`src/rtl/part_2_xfer_sched.sv`:
```
// Purpose : round-robin scheduler of fringe put/get exchanges for four mission clocks, freezing each domain until its exchange completes.
// Latency : pending set -> first xfer_start_o strobe is 2 cycles (IDLE grant, then REQ); rcv_valid_o pulses the cycle after a valid get completion.
// Backpressure: each phase waits indefinitely for xfer_done_i, except the get phase, which is bounded by a WD_LIMIT-cycle watchdog (ERR is terminal).
// Ports   : clk_i/rst_i utility clock and sync reset; clk_h_i/clk_en_i mission clock levels and enables;
//           put_en_i/get_en_i phase selects; xfer_* transaction channel to the fringe transport;
//           freeze_clk_o/rcv_valid_o/ovr_o per-domain status; wd_err_o sticky watchdog error; busy_o FSM not idle.
module part_2_xfer_sched #(
    parameter int N_CLK    = 4,
    parameter int WD_LIMIT = 10000,
    parameter int WD_W     = 14
) (
    input  logic             clk_i,
    input  logic             rst_i,
    input  logic [N_CLK-1:0] clk_h_i,
    input  logic [N_CLK-1:0] clk_en_i,
    input  logic             put_en_i,
    input  logic             get_en_i,
    output logic             xfer_start_o,
    output logic             xfer_dir_o,
    output logic [1:0]       xfer_idx_o,
    input  logic             xfer_done_i,
    input  logic             xfer_valid_i,
    output logic [N_CLK-1:0] freeze_clk_o,
    output logic [N_CLK-1:0] rcv_valid_o,
    output logic [N_CLK-1:0] ovr_o,
    output logic             wd_err_o,
    output logic             busy_o
);

    typedef enum logic [2:0] {
        S_IDLE, S_PUT_REQ, S_PUT_WAIT, S_GET_REQ, S_GET_WAIT, S_DONE, S_ERR
    } state_t;

    state_t           state_q, state_d;
    logic [N_CLK-1:0] clk_h_q;
    logic [N_CLK-1:0] pending_q, pending_d;
    logic [N_CLK-1:0] ovr_q, ovr_d;
    logic [N_CLK-1:0] rcv_q, rcv_d;
    logic [1:0]       grant_q, grant_d;
    logic [1:0]       last_grant_q, last_grant_d;
    logic [WD_W-1:0]  wd_q, wd_d;
    logic             wd_err_q, wd_err_d;

    logic [N_CLK-1:0] qrise;
    logic [N_CLK-1:0] clr_mask;
    logic [1:0]       pick;
    logic [1:0]       cand;

    assign qrise = clk_h_i & ~clk_h_q & clk_en_i;

    // Scan downwards so the candidate closest after last_grant is written last and wins.
    always_comb begin
        pick = last_grant_q;
        cand = last_grant_q;
        for (int k = N_CLK; k >= 1; k--) begin
            cand = last_grant_q + 2'(k);
            if (pending_q[cand]) begin
                pick = cand;
            end
        end
    end

    always_comb begin
        state_d      = state_q;
        grant_d      = grant_q;
        last_grant_d = last_grant_q;
        wd_d         = wd_q;
        wd_err_d     = wd_err_q;
        rcv_d        = '0;
        clr_mask     = '0;
        case (state_q)
            S_IDLE: begin
                wd_d = '0;
                if (|pending_q) begin
                    grant_d = pick;
                    if (put_en_i)      state_d = S_PUT_REQ;
                    else if (get_en_i) state_d = S_GET_REQ;
                    else               state_d = S_DONE;
                end
            end
            S_PUT_REQ: state_d = S_PUT_WAIT;
            S_PUT_WAIT: begin
                if (xfer_done_i) begin
                    state_d = get_en_i ? S_GET_REQ : S_DONE;
                end
            end
            S_GET_REQ, S_GET_WAIT: begin
                wd_d = wd_q + WD_W'(1);
                if (state_q == S_GET_REQ) begin
                    state_d = S_GET_WAIT;
                end else if (xfer_done_i) begin
                    if (xfer_valid_i) begin
                        rcv_d[grant_q] = 1'b1;
                        state_d        = S_DONE;
                    end else begin
                        state_d = S_GET_REQ;
                    end
                end
                // Watchdog expiry overrides any completion seen in the same cycle.
                if (wd_q == WD_W'(WD_LIMIT - 1)) begin
                    state_d  = S_ERR;
                    wd_err_d = 1'b1;
                    rcv_d    = '0;
                end
            end
            S_DONE: begin
                clr_mask[grant_q] = 1'b1;
                last_grant_d      = grant_q;
                state_d           = S_IDLE;
            end
            default: state_d = S_ERR;
        endcase
    end

    // A qualified rise on the domain being retired in DONE re-arms it without counting as overrun.
    always_comb begin
        pending_d = pending_q;
        ovr_d     = ovr_q;
        if (state_q != S_ERR) begin
            pending_d = (pending_q & ~clr_mask) | qrise;
            ovr_d     = ovr_q | (qrise & pending_q & ~clr_mask);
        end
    end

    always_ff @(posedge clk_i) begin
        if (rst_i) begin
            state_q      <= S_IDLE;
            clk_h_q      <= '0;
            pending_q    <= '0;
            ovr_q        <= '0;
            rcv_q        <= '0;
            grant_q      <= '0;
            last_grant_q <= 2'(N_CLK - 1);
            wd_q         <= '0;
            wd_err_q     <= 1'b0;
        end else begin
            state_q      <= state_d;
            clk_h_q      <= clk_h_i;
            pending_q    <= pending_d;
            ovr_q        <= ovr_d;
            rcv_q        <= rcv_d;
            grant_q      <= grant_d;
            last_grant_q <= last_grant_d;
            wd_q         <= wd_d;
            wd_err_q     <= wd_err_d;
        end
    end

    // Strobes are masked during reset so a REQ state being abandoned never leaks a request.
    assign xfer_start_o = ~rst_i & ((state_q == S_PUT_REQ) | (state_q == S_GET_REQ));
    assign xfer_dir_o   = ~rst_i & (state_q == S_PUT_REQ);
    assign xfer_idx_o   = grant_q;
    assign freeze_clk_o = pending_q;
    assign rcv_valid_o  = rcv_q;
    assign ovr_o        = ovr_q;
    assign wd_err_o     = wd_err_q;
    assign busy_o       = (state_q != S_IDLE);

endmodule

```
`config.mk`:
```
export PLATFORM = sky130hd
export DESIGN_NAME = part_2_xfer_sched
export DESIGN_NICKNAME = d
export VERILOG_FILES = /design/src/rtl/part_2_xfer_sched.sv
export SDC_FILE = /design/constraint.sdc
export NUM_CORES = 1
export LEC_CHECK = 0
export BUFFER_PORTS_ARGS = -buffer_cell sky130_fd_sc_hd__buf_4
export CELL_PAD_IN_SITES_DETAIL_PLACEMENT = 1
export CELL_PAD_IN_SITES_GLOBAL_PLACEMENT = 2
export CORE_MARGIN = 2
export CORE_UTILIZATION = 30
export DETAILED_ROUTE_END_ITERATION = 6
export PLACE_DENSITY_LB_ADDON = 0.1
export SLEW_MARGIN = 20
export SYNTH_ARGS = -nofsm -noshare
export SYNTH_HDL_FRONTEND = slang
export SYNTH_SLANG_ARGS = --single-unit
```
`constraint.sdc`:
```
create_clock -name clk_i -period 4.07 [get_ports clk_i]
set_clock_uncertainty 0.2 [all_clocks]
set_input_delay 0.814 -clock clk_i [delete_from_list [all_inputs] [get_ports clk_i]]
set_output_delay 0.814 -clock clk_i [all_outputs]
set_load 0.05 [all_outputs]
```
==> summary.md, run 1 <==
| Metric | Value |
|---|---|
| Final Critical Period | `between 2 and 3 ns` |
| Min-Delay Path Class | `reg2reg` |
| Row Count | `28` |
| Max-slew violation count | `0` |
| DRC errors left | `0` |
| GRT Total Usage | `between 10% and 20%` |
| Yosys reg bits | `38` |
| Top-Level Pins | `32` |
| Drt total wl | `5190 µm` |
| Avg WL per Cell | `15.8 µm` |
| Unrepaired setup endpoints after global routing | `no` |
| Total grt overflow | `0` |
| Iter 0 DRT Violations | `78` |
| Post-CTS Hold Fix Bufs | `0` |
| Hold Crit Depth | `2` |
| CP Capture Type | `output port` |
| TritonCTS clock tree | `yes` |
| Setup tns final | `0 ns` |
| Max-Cap Viols | `0` |
| Seq pwr share | `between 30% and 40%` |
| First-pass GRT wire length | `roughly 8400 µm` |
| Port Buf Inserts | `31` |
| Comb pwr share | `a little under a third` |
| Pre-CTS setup slack | `1.48 ns` |
| CTS Buffer Depth | `2` |
| R2R setup slack | `approximately 1.6 ns` |
| CTS Buf Count | `5` |
| Initial antenna violation count | `0` |
| Mean Syn Cell Area | `about 8 µm²` |
| Crit path cell chain | `nor3_1 -> clkinv_1 -> buf_4` |
| Nets | `roughly 270` |
| Initial DRT Pass Iterations | `4` |
| Status | `complete, no violations` |
| Share of cells above drive strength 1 | `around a fifth` |
| Crit path DAT | `about 1.9 ns` |
| Slew margin rel. | `approximately 49%` |
| Final Hold Fails | `0` |
| Vias | `1753` |
| NetSw | `0.484 mW` |
| Starting density of the core | `30.9%` |
| Most used DFF post-synth | `dfxtp_1` |
| Routed Antenna Nets | `0` |
| Via density | `roughly 5.3` |
| Final core occ | `38.2%` |
| Fillers | `between 700 and 800` |
| Core area | `between 5000 and 6000 µm²` |
| Largest net degree at the start of global routing | `40` |
| Internal power | `just under 0.8 mW` |
| R2R cell count | `4` |
| Reg2reg end | `wd_q[10]` |
| R2R Path Start | `state_q[2]` |
| Clock latency on the worst-skew pair | `around 0.30 ns` |
| Dpl cell area | `2120 µm²` |
| Antenna cells | `0` |
| Cell count after synthesis | `between 200 and 250` |
| Post-synth ARST share | `0%` |
| Root buf cell | `clkbuf_8` |
| Max incr delay on CP | `0.47 ns` |
| # clock sinks | `38` |
| Period Utilization, post-route | `between 70% and 80%` |
| Vias in the first global route | `between 1500 and 2000` |
| Hpwl dp | `3700 µm` |
| Final Instance Area | `between 2000 and 2500 µm²` |
| Worst-path maximum fanout | `16` |
| Sequential fraction of the synthesis area | `41.5%` |
| CP Launch Type | `register` |
| CTS H-Tree Depth | `2` |
| Final worst slack | `approximately 1.1 ns` |
| Post-synth EDFFs | `0` |
| Final setup viols | `0` |
| Worst vdd ir | `roughly 0.22 mV` |
| Sw Share | `around two fifths` |
| Pwr/cell area | `559 nW/µm²` |
| Top Family by Delay on Critical Path | `buffers and inverters` |
| Critical Path RT | `approximately 3.1 ns` |
| Cell area after synthesis | `roughly 1800 µm²` |
| GP Congestion | `approximately 0.72` |
| WS Path Type | `reg2out` |
| CP max stage cell | `dfxtp_1` |
| Hold_sp | `wd_err_o` |
| Fmax | `approximately 340 MHz` |
| Clock power share | `between 30% and 40%` |
| Syn_nets | `between 200 and 250` |
| Height of the die | `roughly 82 µm` |
| Hold path endpoint | `wd_err_o` |
| Die X | `around 80 µm` |
| Area growth syn-to-layout | `23.4%` |
| Post_cts resized | `0` |
| Leakage | `around 0.84 nW` |
| Clock slew at reported path FFs | `~0.090 ns` |
| Distinct cells, synth | `47` |
| # Post-CTS Setup Buffers | `0` |
| Ys Warns | `0` |
| Least-Margin Pin Slew | `just under 0.8 ns` |
| WHS | `roughly 0.26 ns` |
| CP Buf/Inv Count | `2` |
| Die area | `between 6000 and 7000 µm²` |
==> worst register-to-register path, delay by kind of cell (launching register included) <==
| family | cells | cell delay (ns) |
|---|---|---|
| AO/OA/AOI/OAI | 1 | 0.50 |
| flip-flops | 1 | 0.63 |
| multiplexers | 1 | 0.39 |
| AND/OR/NAND/NOR | 2 | 0.67 |
==> cell usage in the layout (no fill, tap or decap), types with 2 or more instances in the layout <==
cell type / synthesis / routed
or3_1: 4 / 4
nor2b_1: 5 / 5
o21a_1: 3 / 3
nor3b_1: 2 / 2
buf_4: 0 / 31
a211oi_1: 4 / 4
inv_1: 7 / 7
nand4_1: 3 / 3
nand2_1: 24 / 24
a2111oi_0: 3 / 3
a31oi_1: 5 / 5
dfxtp_1: 38 / 38
a21oi_1: 20 / 20
bufinv_16: 0 / 2
nor2_1: 25 / 25
clkbuf_8: 0 / 5
nand3b_1: 4 / 4
nand3_1: 9 / 9
nor3_1: 6 / 6
or4_1: 3 / 3
nand2b_1: 7 / 7
o311ai_0: 3 / 3
mux2_2: 4 / 4
o21ai_0: 10 / 10
nor4_1: 3 / 3
==> per-stage QoR <==
step | instances | total power [mW]
floorplan | 224 | 0.758
global placement | 321 | 0.877
detailed placement | 321 | 0.881
CTS | 329 | 1.28
global route | 329 | 1.34
finish | 329 | 1.26
==> state kept, by name, indices dropped and copies added (netlist names) <==
register,cells
wd_q,14
clk_h_q,4
freeze_clk_o,4
ovr_o,4
rcv_valid_o,4
state_q,3
last_grant_q,2
xfer_idx_o,2
wd_err_o,1
==> power groups by stage <==
stage	Combinational (mW)	Clock (mW)	Sequential [mW]
detailed placement	0.393	0	0.488
finish	0.389	0.396	0.479
floorplan	0.263	0	0.495
CTS	0.394	0.409	0.480
global route	0.428	0.425	0.490
global placement	0.391	0	0.487
==> Yosys cell counts (all sizes together), types with 2 or more instances <==
master	count	area, µm²
nor2b	5	31.3
inv	7	26.3
and4	2	18.8
nor4	3	18.8
nand3b	4	30.0
nand4	3	18.8
nand2b	7	43.8
a211oi	4	30.0
o21a	3	22.5
nor2	25	93.8
nand2	24	90.1
a31oi	5	31.3
o21ai	10	50.1
nor3b	2	15.0
nand3	9	45.0
mux2	4	45.0
a2111oi	3	26.3
clkbuf	8	30.0
or3	4	25.0
a21oi	20	100
o311ai	3	26.3
nor3	6	30.0
or4	4	33.8
dfxtp	38	761
or4b	2	23.8
==> worst max path at each step <==
stage	from	to	slack [ns]	cells past startpoint
after floorplan	rst_i	xfer_dir_o	0.60	2
after CTS	state_q[2]	busy_o	1.14	3
after detailed placement	state_q[2]	busy_o	1.48	3
after global placement	rst_i	xfer_dir_o	1.50	3
after global routing	state_q[2]	busy_o	0.97	3
final	state_q[2]	busy_o	1.15	3
==> metal layers <==
metal	up-vias	GRT usage, %	part of all wire [%]	routed length [µm]
li1	883	-	-	-
met1	827	22.5	50	2600
met2	38	25.4	45	2310
met3	5	4.24	4.3	225
met4	0	4.67	0.98	51
met5	-	0	0	0
==> area by class of cell <==
type	count	area, µm²	area share [%]
clock buffer	5	68.8	3.04
clock inverter	3	68.8	3.04
inverter	8	30.0	1.33
multi-input combinational	169	1010	44.5
sequential	38	761	33.6
tap	75	93.8	4.15
timing repair buffer	31	233	10.3
==> kinds of logic (layout without fill, tap and decap cells) <==
| kind of cell | after synthesis | in the layout | share of synthesized area (%) |
|---|---|---|---|
| DFF | 38 | 38 | 41.5 |
| adders and majority gates | 1 | 1 | 0.683 |
| muxes | 5 | 5 | 3.01 |
| AOI/OAI and AO/OA | 60 | 60 | 21.7 |
| buffers and inverters | 17 | 47 | 3.55 |
| and+or+nand+nor | 103 | 103 | 29.6 |
No activity file was read; power rests on OpenSTA's default activity.
==> run 2: changes to the inputs <==
--- a/config.mk
+++ b/config.mk
@@ -5,11 +5,12 @@
 export SDC_FILE = /design/constraint.sdc
 export NUM_CORES = 1
 export LEC_CHECK = 0
+export ABC_AREA = 1
 export BUFFER_PORTS_ARGS = -buffer_cell sky130_fd_sc_hd__buf_4
 export CELL_PAD_IN_SITES_DETAIL_PLACEMENT = 1
 export CELL_PAD_IN_SITES_GLOBAL_PLACEMENT = 2
 export CORE_MARGIN = 2
-export CORE_UTILIZATION = 30
+export CORE_UTILIZATION = 27
 export DETAILED_ROUTE_END_ITERATION = 6
 export PLACE_DENSITY_LB_ADDON = 0.1
 export SLEW_MARGIN = 20
==> constraint.sdc (replaced) <==
create_clock -name clk_i -period 2.4 [get_ports clk_i]
set_clock_uncertainty 0.2 [all_clocks]
set_input_delay 0.48 -clock clk_i [delete_from_list [all_inputs] [get_ports clk_i]]
set_output_delay 0.48 -clock clk_i [all_outputs]
set_load 0.05 [all_outputs]
==> run 2 against run 1 <==
Setup slack worse by 0.84 ns. Global-route usage shrank 1.6 points. Sequential share of layout area decreased by 2.1 points. Critical endpoint unchanged.
==> summary.md, run 2 <==
| Metric | Value |
|---|---|
| Die area | `7850 µm² (was 6750 µm²)` |
| Hpwl dp | `4250 µm (was 3700 µm)` |
| Max-slew violation count | `0 (unchanged)` |
| Cell area after synthesis | `1930 µm² (was 1830 µm²)` |
| Final Critical Period | `approximately 2.1 ns` |
| Leading area contributor after synthesis | `dfxtp_1 (unchanged)` |
| Pre-CTS setup slack | `0.555 ns (was 1.48 ns)` |
| Slew margin rel. | `79.4% (was 48.6%)` |
| Nets | `341 (was 268)` |
| CP Launch Type | `register (unchanged)` |
| Setup tns final | `0 ns (unchanged)` |
| WS Path Type | `reg2out (unchanged)` |
| R2R cell count | `6 (was 4)` |
| Largest net degree at the start of global routing | `24 (was 40)` |
| Seq pwr share | `31.7% (was 37.9%)` |
| Max reg flops | `14 (unchanged)` |
| R2R Path Start | `state_q[1] (was state_q[2])` |
| Iter 0 DRT Violations | `68 (was 78)` |
| Vias in the first global route | `1887 (was 1694)` |
| # clock sinks | `38 (unchanged)` |
| Final Hold Fails | `0 (unchanged)` |
| TritonCTS clock tree | `yes (unchanged)` |
| Routed Antenna Nets | `0 (unchanged)` |
| Internal power | `1.41 mW (was 0.781 mW)` |
| Min-Delay Path Class | `in2reg (was reg2reg)` |
| Row Count | `30 (was 28)` |
| CP Buf/Inv Count | `2 (unchanged)` |
| Clock power share | `27.5% (was 31.4%)` |
| CP Capture Type | `output port (unchanged)` |
| Final worst slack | `0.311 ns (was 1.15 ns)` |
| GRT Total Usage | `14.8% (was 16.4%)` |
| Share of cells above drive strength 1 | `18.0% (was 19.7%)` |
| Port Buf Inserts | `31 (unchanged)` |
| Yosys reg bits | `38 (unchanged)` |
| Period Utilization, post-route | `between 80% and 90%` |
| Sequential fraction of the synthesis area | `39.4% (was 41.5%)` |
| Fillers | `886 (was 717)` |
| Final Instance Area | `2410 µm² (was 2260 µm²)` |
| Height of the die | `88.6 µm (was 82.1 µm)` |
| NetSw | `1.03 mW (was 0.484 mW)` |
| Post-synth EDFFs | `0 (unchanged)` |
| Final core occ | `35.1% (was 38.2%)` |
| Commonest cells post-synth | `nand2_1, nor2_1, dfxtp_1 (was dfxtp_1, nor2_1, nand2_1)` |
| Total grt overflow | `0 (unchanged)` |
| Unrepaired setup endpoints after global routing | `no (unchanged)` |
| Mean Syn Cell Area | `6.64 µm² (was 8.18 µm²)` |
| Drt total wl | `5390 µm (was 5190 µm)` |
| Clock slew at reported path FFs | `0.09 ns (about the same)` |
| Hold path endpoint | `clk_h_q[2] (was wd_err_o)` |
| Core area | `6870 µm² (was 5920 µm²)` |
| Root buf cell | `clkbuf_8 (unchanged)` |
| Antenna cells | `0 (unchanged)` |
| GP Congestion | `0.790 (was 0.725)` |
| Hold_sp | `clk_h_i[2] (was wd_err_o)` |
| Status | `complete, no violations (unchanged)` |
| Initial DRT Pass Iterations | `6 (was 4)` |
| CTS H-Tree Depth | `2 (unchanged)` |
| Dpl cell area | `2270 µm² (was 2120 µm²)` |
| Most frequent cells in the layout | `nand2_1, nor2_1, dfxtp_1, buf_4, nand3_1 (was dfxtp_1, buf_4, nor2_1, nand2_1, a21oi_1)` |
| Starting density of the core | `28.1% (was 30.9%)` |
| Leakage | `1.05 nW (was 0.843 nW)` |
| Top Family by Delay on Critical Path | `flip-flops (was buffers and inverters)` |
| Least-Margin Pin Slew | `0.309 ns (was 0.771 ns)` |
| Max incr delay on CP | `0.49 ns (was 0.47 ns)` |
| Most used DFF post-synth | `dfxtp_1 (unchanged)` |
| Synth top area share | `39.4% (was 41.5%)` |
| CTS Buf Count | `5 (unchanged)` |
| Count leader, synth | `nand2_1 (was dfxtp_1)` |
| Ys Warns | `0 (unchanged)` |
| Cell count after synthesis | `291 (was 224)` |
| Vias | `1945 (was 1753)` |
| First-pass GRT wire length | `9080 µm (was 8370 µm)` |
| Largest register by flop count | `wd_q (unchanged)` |
| Comb pwr share | `40.9% (was 30.7%)` |
| Via density | `4.60 (was 5.33)` |
| Most common cell after layout, fill and taps aside | `nand2_1 (was dfxtp_1)` |
| Reg2reg end | `wd_q[8] (was wd_q[10])` |
| Max-Cap Viols | `0 (unchanged)` |
| Pwr/cell area | `1010 nW/µm² (was 559 nW/µm²)` |
| Fmax | `roughly 480 MHz` |
| Avg WL per Cell | `12.7 µm (was 15.8 µm)` |
| Worst vdd ir | `0.473 mV (was 0.220 mV)` |
| Area of the multi-input gates | `1010 µm² (about the same)` |
| Distinct cells, synth | `29 (was 47)` |
| Worst-path maximum fanout | `7 (was 16)` |
| Top cells by area, synth | `dfxtp_1, nand2_1, nor2_1 (was dfxtp_1, a21oi_1, nor2_1)` |
| Critical Path RT | `1.72 ns (was 3.06 ns)` |
| CTS Buffer Depth | `2 (unchanged)` |
| # Post-CTS Setup Buffers | `0 (unchanged)` |
| Area growth syn-to-layout | `24.7% (was 23.4%)` |
| Top-Level Pins | `32 (unchanged)` |
| Post-synth ARST share | `0% (unchanged)` |
| CP max stage cell | `dfxtp_1 (unchanged)` |
| Initial antenna violation count | `0 (unchanged)` |
| Hold Crit Depth | `3 (was 2)` |
| R2R setup slack | `0.60 ns (was 1.62 ns)` |
| Power consumption | `2.44 mW (was 1.26 mW)` |
| Storage cell area | `761 µm² (unchanged)` |
| Sw Share | `42.2% (was 38.2%)` |
| Syn_nets | `306 (was 239)` |
| Die X | `88.6 µm (was 82.1 µm)` |
| Final setup viols | `0 (unchanged)` |
| Clock latency on the worst-skew pair | `0.29 ns (was 0.30 ns)` |
| Crit path DAT | `1.41 ns (was 1.91 ns)` |
| Post-CTS Hold Fix Bufs | `0 (unchanged)` |
| Post_cts resized | `0 (unchanged)` |
| DRC errors left | `0 (unchanged)` |
| Crit path cell chain | `inv_2 -> nand3_1 -> buf_4 (was nor3_1 -> clkinv_1 -> buf_4)` |
## run 2: changes by cell type in the layout (fill, tap and decap cells not counted), moves of 5 or more
cell      change
nand2_1      +48
nor2_1       +23
inv_1        +22
nand3_1      +21
nand2b_1      -7
nor2b_1       -5
## run 2: how the worst max path moves through the flow
| stage | endpoint | slack, ns | cells after the start | from |
|---|---|---|---|---|
| floorplan | xfer_dir_o | 0.38 | 2 | rst_i |
| finish | busy_o | 0.31 | 3 | state_q[1] |
| global placement | wd_q[0] | 0.62 | 6 | state_q[1] |
| CTS | busy_o | 0.27 | 3 | state_q[1] |
| global route | busy_o | 0.23 | 3 | state_q[1] |
| detailed placement | wd_q[9] | 0.55 | 6 | state_q[1] |
## run 2: layout make-up
type	count	area share, %
well taps	96	4.98
flip-flops and latches	38	31.6
clock inverters	3	2.86
multi-input cells	214	42.0
repair buffers	34	10.6
clock buffers	5	2.86
inverters	33	5.14
## run 2: logic make-up after synthesis
| logic type | share of synthesized area (%) |
|---|---|
| adders and majority gates | 0.648 |
| and+or+nand+nor | 39.2 |
| AOI/OAI and AO/OA | 12.3 |
| buffers and inverters | 8.48 |
| DFF | 39.4 |
## run 2: through the flow
step	cells	hold WS (ns)
after detailed placement	415	0.258
after global placement	415	0.241
final	423	0.193
after global routing	423	0.199
after CTS	423	0.186
after floorplan	291	0.251
## run 2: worst reg2reg max path: stages, from the launching register on
cell     delay (ns)
dfxtp_1        0.49
inv_2          0.09
nand3_1        0.27
inv_1          0.15
nor2_2         0.30
nand2_1        0.09
a21oi_1        0.14
## run 2: power by group through the flow
stage          Sequential, mW  Clock [mW]  Combinational, mW
6_report                0.772       0.670              0.997
5_1_grt                 0.785       0.709               1.12
4_1_cts                 0.775       0.692               1.02
3_5_place_dp            0.790           0               1.02
3_3_place_gp            0.789           0               1.02
2_1_floorplan           0.840           0              0.694
## run 2: layer usage
| layer | part of all wire (%) | global-route usage, % | vias up |
|---|---|---|---|
| met3 | 2.8 | 2.80 | 4 |
| met1 | 50 | 21.2 | 908 |
| met4 | 0.69 | 4.41 | 0 |
| li1 | - | - | 1009 |
| met2 | 46 | 22.6 | 24 |
| met5 | 0 | 0 | - |
==> run 3: changes to the inputs <==
--- a/config.mk
+++ b/config.mk
@@ -10,7 +10,7 @@
 export CELL_PAD_IN_SITES_DETAIL_PLACEMENT = 1
 export CELL_PAD_IN_SITES_GLOBAL_PLACEMENT = 2
 export CORE_MARGIN = 2
-export CORE_UTILIZATION = 27
+export CORE_UTILIZATION = 30
 export DETAILED_ROUTE_END_ITERATION = 6
 export PLACE_DENSITY_LB_ADDON = 0.1
 export SLEW_MARGIN = 20
==> constraint.sdc (replaced) <==
create_clock -name clk_i -period 2.05 [get_ports clk_i]
set_clock_uncertainty 0.2 [all_clocks]
set_input_delay 0.41 -clock clk_i [delete_from_list [all_inputs] [get_ports clk_i]]
set_output_delay 0.41 -clock clk_i [all_outputs]
set_load 0.05 [all_outputs]
==> run 3 against run 2 <==
Worst hold slack worse by 0.055 ns. Clock-buffer cell count stayed put. Routed wire length about the same. Final area shrank 0.16%. Non-clock buffer count rose by 2. Via count down 0.62%.
==> summary.md, run 3 (same netlist as run 2, synthesis figures left out) <==
| Metric | Value |
|---|---|
| CTS Buf Count | `5 (unchanged)` |
| Starting density of the core | `30.8% (was 28.1%)` |
| Post-CTS Hold Fix Bufs | `0 (unchanged)` |
| Pwr/cell area | `1190 nW/µm² (was 1010 nW/µm²)` |
| Total grt overflow | `0 (unchanged)` |
| Hold_sp | `clk_h_i[3] (was clk_h_i[2])` |
| Reg2reg end | `wd_q[10] (was wd_q[8])` |
| TritonCTS clock tree | `yes (unchanged)` |
| Least-Margin Pin Slew | `0.358 ns (was 0.309 ns)` |
| Max incr delay on CP | `0.48 ns (was 0.49 ns)` |
| Initial DRT Pass Iterations | `4 (was 6)` |
| Post_cts resized | `0 (unchanged)` |
| Clock latency on the worst-skew pair | `0.28 ns (was 0.29 ns)` |
| R2R Path Start | `wd_q[0] (was state_q[1])` |
| R2R setup slack | `0.29 ns (was 0.60 ns)` |
| Via density | `4.76 (was 4.60)` |
| Vias in the first global route | `1926 (was 1887)` |
| Top Family by Delay on Critical Path | `flip-flops (unchanged)` |
| Hold Crit Depth | `3 (unchanged)` |
| Die area | `7100 µm² (was 7850 µm²)` |
| CP Capture Type | `output port (unchanged)` |
| Share of cells above drive strength 1 | `18.8% (was 18.0%)` |
| R2R cell count | `7 (was 6)` |
| Fmax | `~540 MHz` |
| Final Hold Fails | `0 (unchanged)` |
| Initial antenna violation count | `0 (unchanged)` |
| Nets | `343 (was 341)` |
| Hpwl dp | `4200 µm (was 4250 µm)` |
| Vias | `1933 (was 1945)` |
| Routed Antenna Nets | `0 (unchanged)` |
| Comb pwr share | `42.3% (was 40.9%)` |
| Root buf cell | `clkbuf_8 (unchanged)` |
| Die X | `84.2 µm (was 88.6 µm)` |
| Sw Share | `41.6% (was 42.2%)` |
| Most common cell after layout, fill and taps aside | `nand2_1 (unchanged)` |
| CTS Buffer Depth | `2 (unchanged)` |
| CP max stage cell | `dfxtp_1 (unchanged)` |
| Iter 0 DRT Violations | `61 (was 68)` |
| CP Launch Type | `register (unchanged)` |
| Final core occ | `38.3% (was 35.1%)` |
| Max-Cap Viols | `0 (unchanged)` |
| Crit path cell chain | `inv_2 -> nand3_2 -> buf_4 (was inv_2 -> nand3_1 -> buf_4)` |
| Status | `complete, no violations (unchanged)` |
| Worst-path maximum fanout | `7 (unchanged)` |
| Critical Path RT | `1.44 ns (was 1.72 ns)` |
| Slew margin rel. | `76.0% (was 79.4%)` |
| CTS H-Tree Depth | `2 (unchanged)` |
| Top-Level Pins | `32 (unchanged)` |
| First-pass GRT wire length | `9330 µm (was 9080 µm)` |
| Hold path endpoint | `clk_h_q[3] (was clk_h_q[2])` |
| Leakage | `1.06 nW (was 1.05 nW)` |
| Port Buf Inserts | `31 (unchanged)` |
| Final Critical Period | `between 1.5 and 2 ns` |
| # Post-CTS Setup Buffers | `0 (unchanged)` |
| Largest net degree at the start of global routing | `24 (unchanged)` |
| Height of the die | `84.2 µm (was 88.6 µm)` |
| Most frequent cells in the layout | `nand2_1, nor2_1, dfxtp_1, buf_4 (was nand2_1, nor2_1, dfxtp_1, buf_4, nand3_1)` |
| Period Utilization, post-route | `about nine tenths` |
| Drt total wl | `5390 µm (about the same)` |
| Final setup viols | `0 (unchanged)` |
| Clock slew at reported path FFs | `0.08 ns (was 0.09 ns)` |
| WHS | `0.138 ns (was 0.193 ns)` |
| Clock power share | `26.4% (was 27.5%)` |
| Setup tns final | `0 ns (unchanged)` |
| Row Count | `29 (was 30)` |
| WS Path Type | `reg2out (unchanged)` |
| Min-Delay Path Class | `in2reg (unchanged)` |
| CP Buf/Inv Count | `2 (unchanged)` |
| Max-slew violation count | `0 (unchanged)` |
| Seq pwr share | `31.3% (was 31.7%)` |
| Antenna cells | `0 (unchanged)` |
| # clock sinks | `38 (unchanged)` |
| Core area | `6280 µm² (was 6870 µm²)` |
| Area growth syn-to-layout | `24.5% (was 24.7%)` |
| Unrepaired setup endpoints after global routing | `no (unchanged)` |
| Internal power | `1.68 mW (was 1.41 mW)` |
| NetSw | `1.20 mW (was 1.03 mW)` |
| Crit path DAT | `1.25 ns (was 1.41 ns)` |
| DRC errors left | `0 (unchanged)` |
| Max reg flops | `14 (unchanged)` |
| GRT Total Usage | `16.1% (was 14.8%)` |
| Avg WL per Cell | `13.3 µm (was 12.7 µm)` |
| Largest register by flop count | `wd_q (unchanged)` |
| GP Congestion | `0.800 (was 0.790)` |
| Worst vdd ir | `0.696 mV (was 0.473 mV)` |
==> run 3: worst register-to-register path: stages, from the launching register on <==
cell and delay [ns]:
dfxtp_1 0.38, ha_1 0.20, nand3_1 0.19, inv_1 0.18
nand2_1 0.12, nor2_1 0.17, nand2_1 0.06, nor3b_2 0.15
==> run 3: power by group through the flow <==
stage | Sequential (mW) | Combinational (mW) | Clock (mW)
final | 0.900 | 1.21 | 0.760
after global routing | 0.912 | 1.36 | 0.831
after CTS | 0.899 | 1.22 | 0.791
after detailed placement | 0.916 | 1.21 | 0
after global placement | 0.912 | 1.20 | 0
after floorplan | 0.983 | 0.813 | 0
==> run 3: how the worst max path moves through the flow <==
stage                     startpoint          to  slack [ns]  cells past startpoint
final                     state_q[1]      busy_o        0.19                      3
after global routing         wd_q[0]    wd_q[10]        0.09                      7
after CTS                 state_q[1]      busy_o        0.02                      3
after detailed placement  state_q[2]  state_q[1]        0.26                      9
after global placement    state_q[2]  state_q[2]        0.34                      8
after floorplan                rst_i  xfer_dir_o        0.17                      2
==> run 3: layout make-up <==
class	count	area (µm²)
multi-input combinational	214	1020
fill	831	3870
tap	77	96.3
timing repair buffer	36	270
sequential	38	761
clock buffer	5	68.8
clock inverter	3	68.8
inverter	33	124
==> run 3: through the flow <==
step	total power, mW	instances	setup WS, ns	instance area (µm²)
after floorplan	1.80	291	0.170	1940
after global placement	2.11	398	0.335	2260
after detailed placement	2.13	398	0.261	2260
after CTS	2.91	406	0.0215	2400
after global routing	3.10	406	0.0924	2410
final	2.88	406	0.187	2410
==> run 3: layer usage <==
metal / wire [µm] / vias up / GRT usage [%]
li1: - / 1016 / -
met4: 29 / 0 / 3.08
met1: 2780 / 895 / 22.9
met5: 0 / - / 0
met2: 2450 / 20 / 25.4
met3: 124 / 2 / 3.34
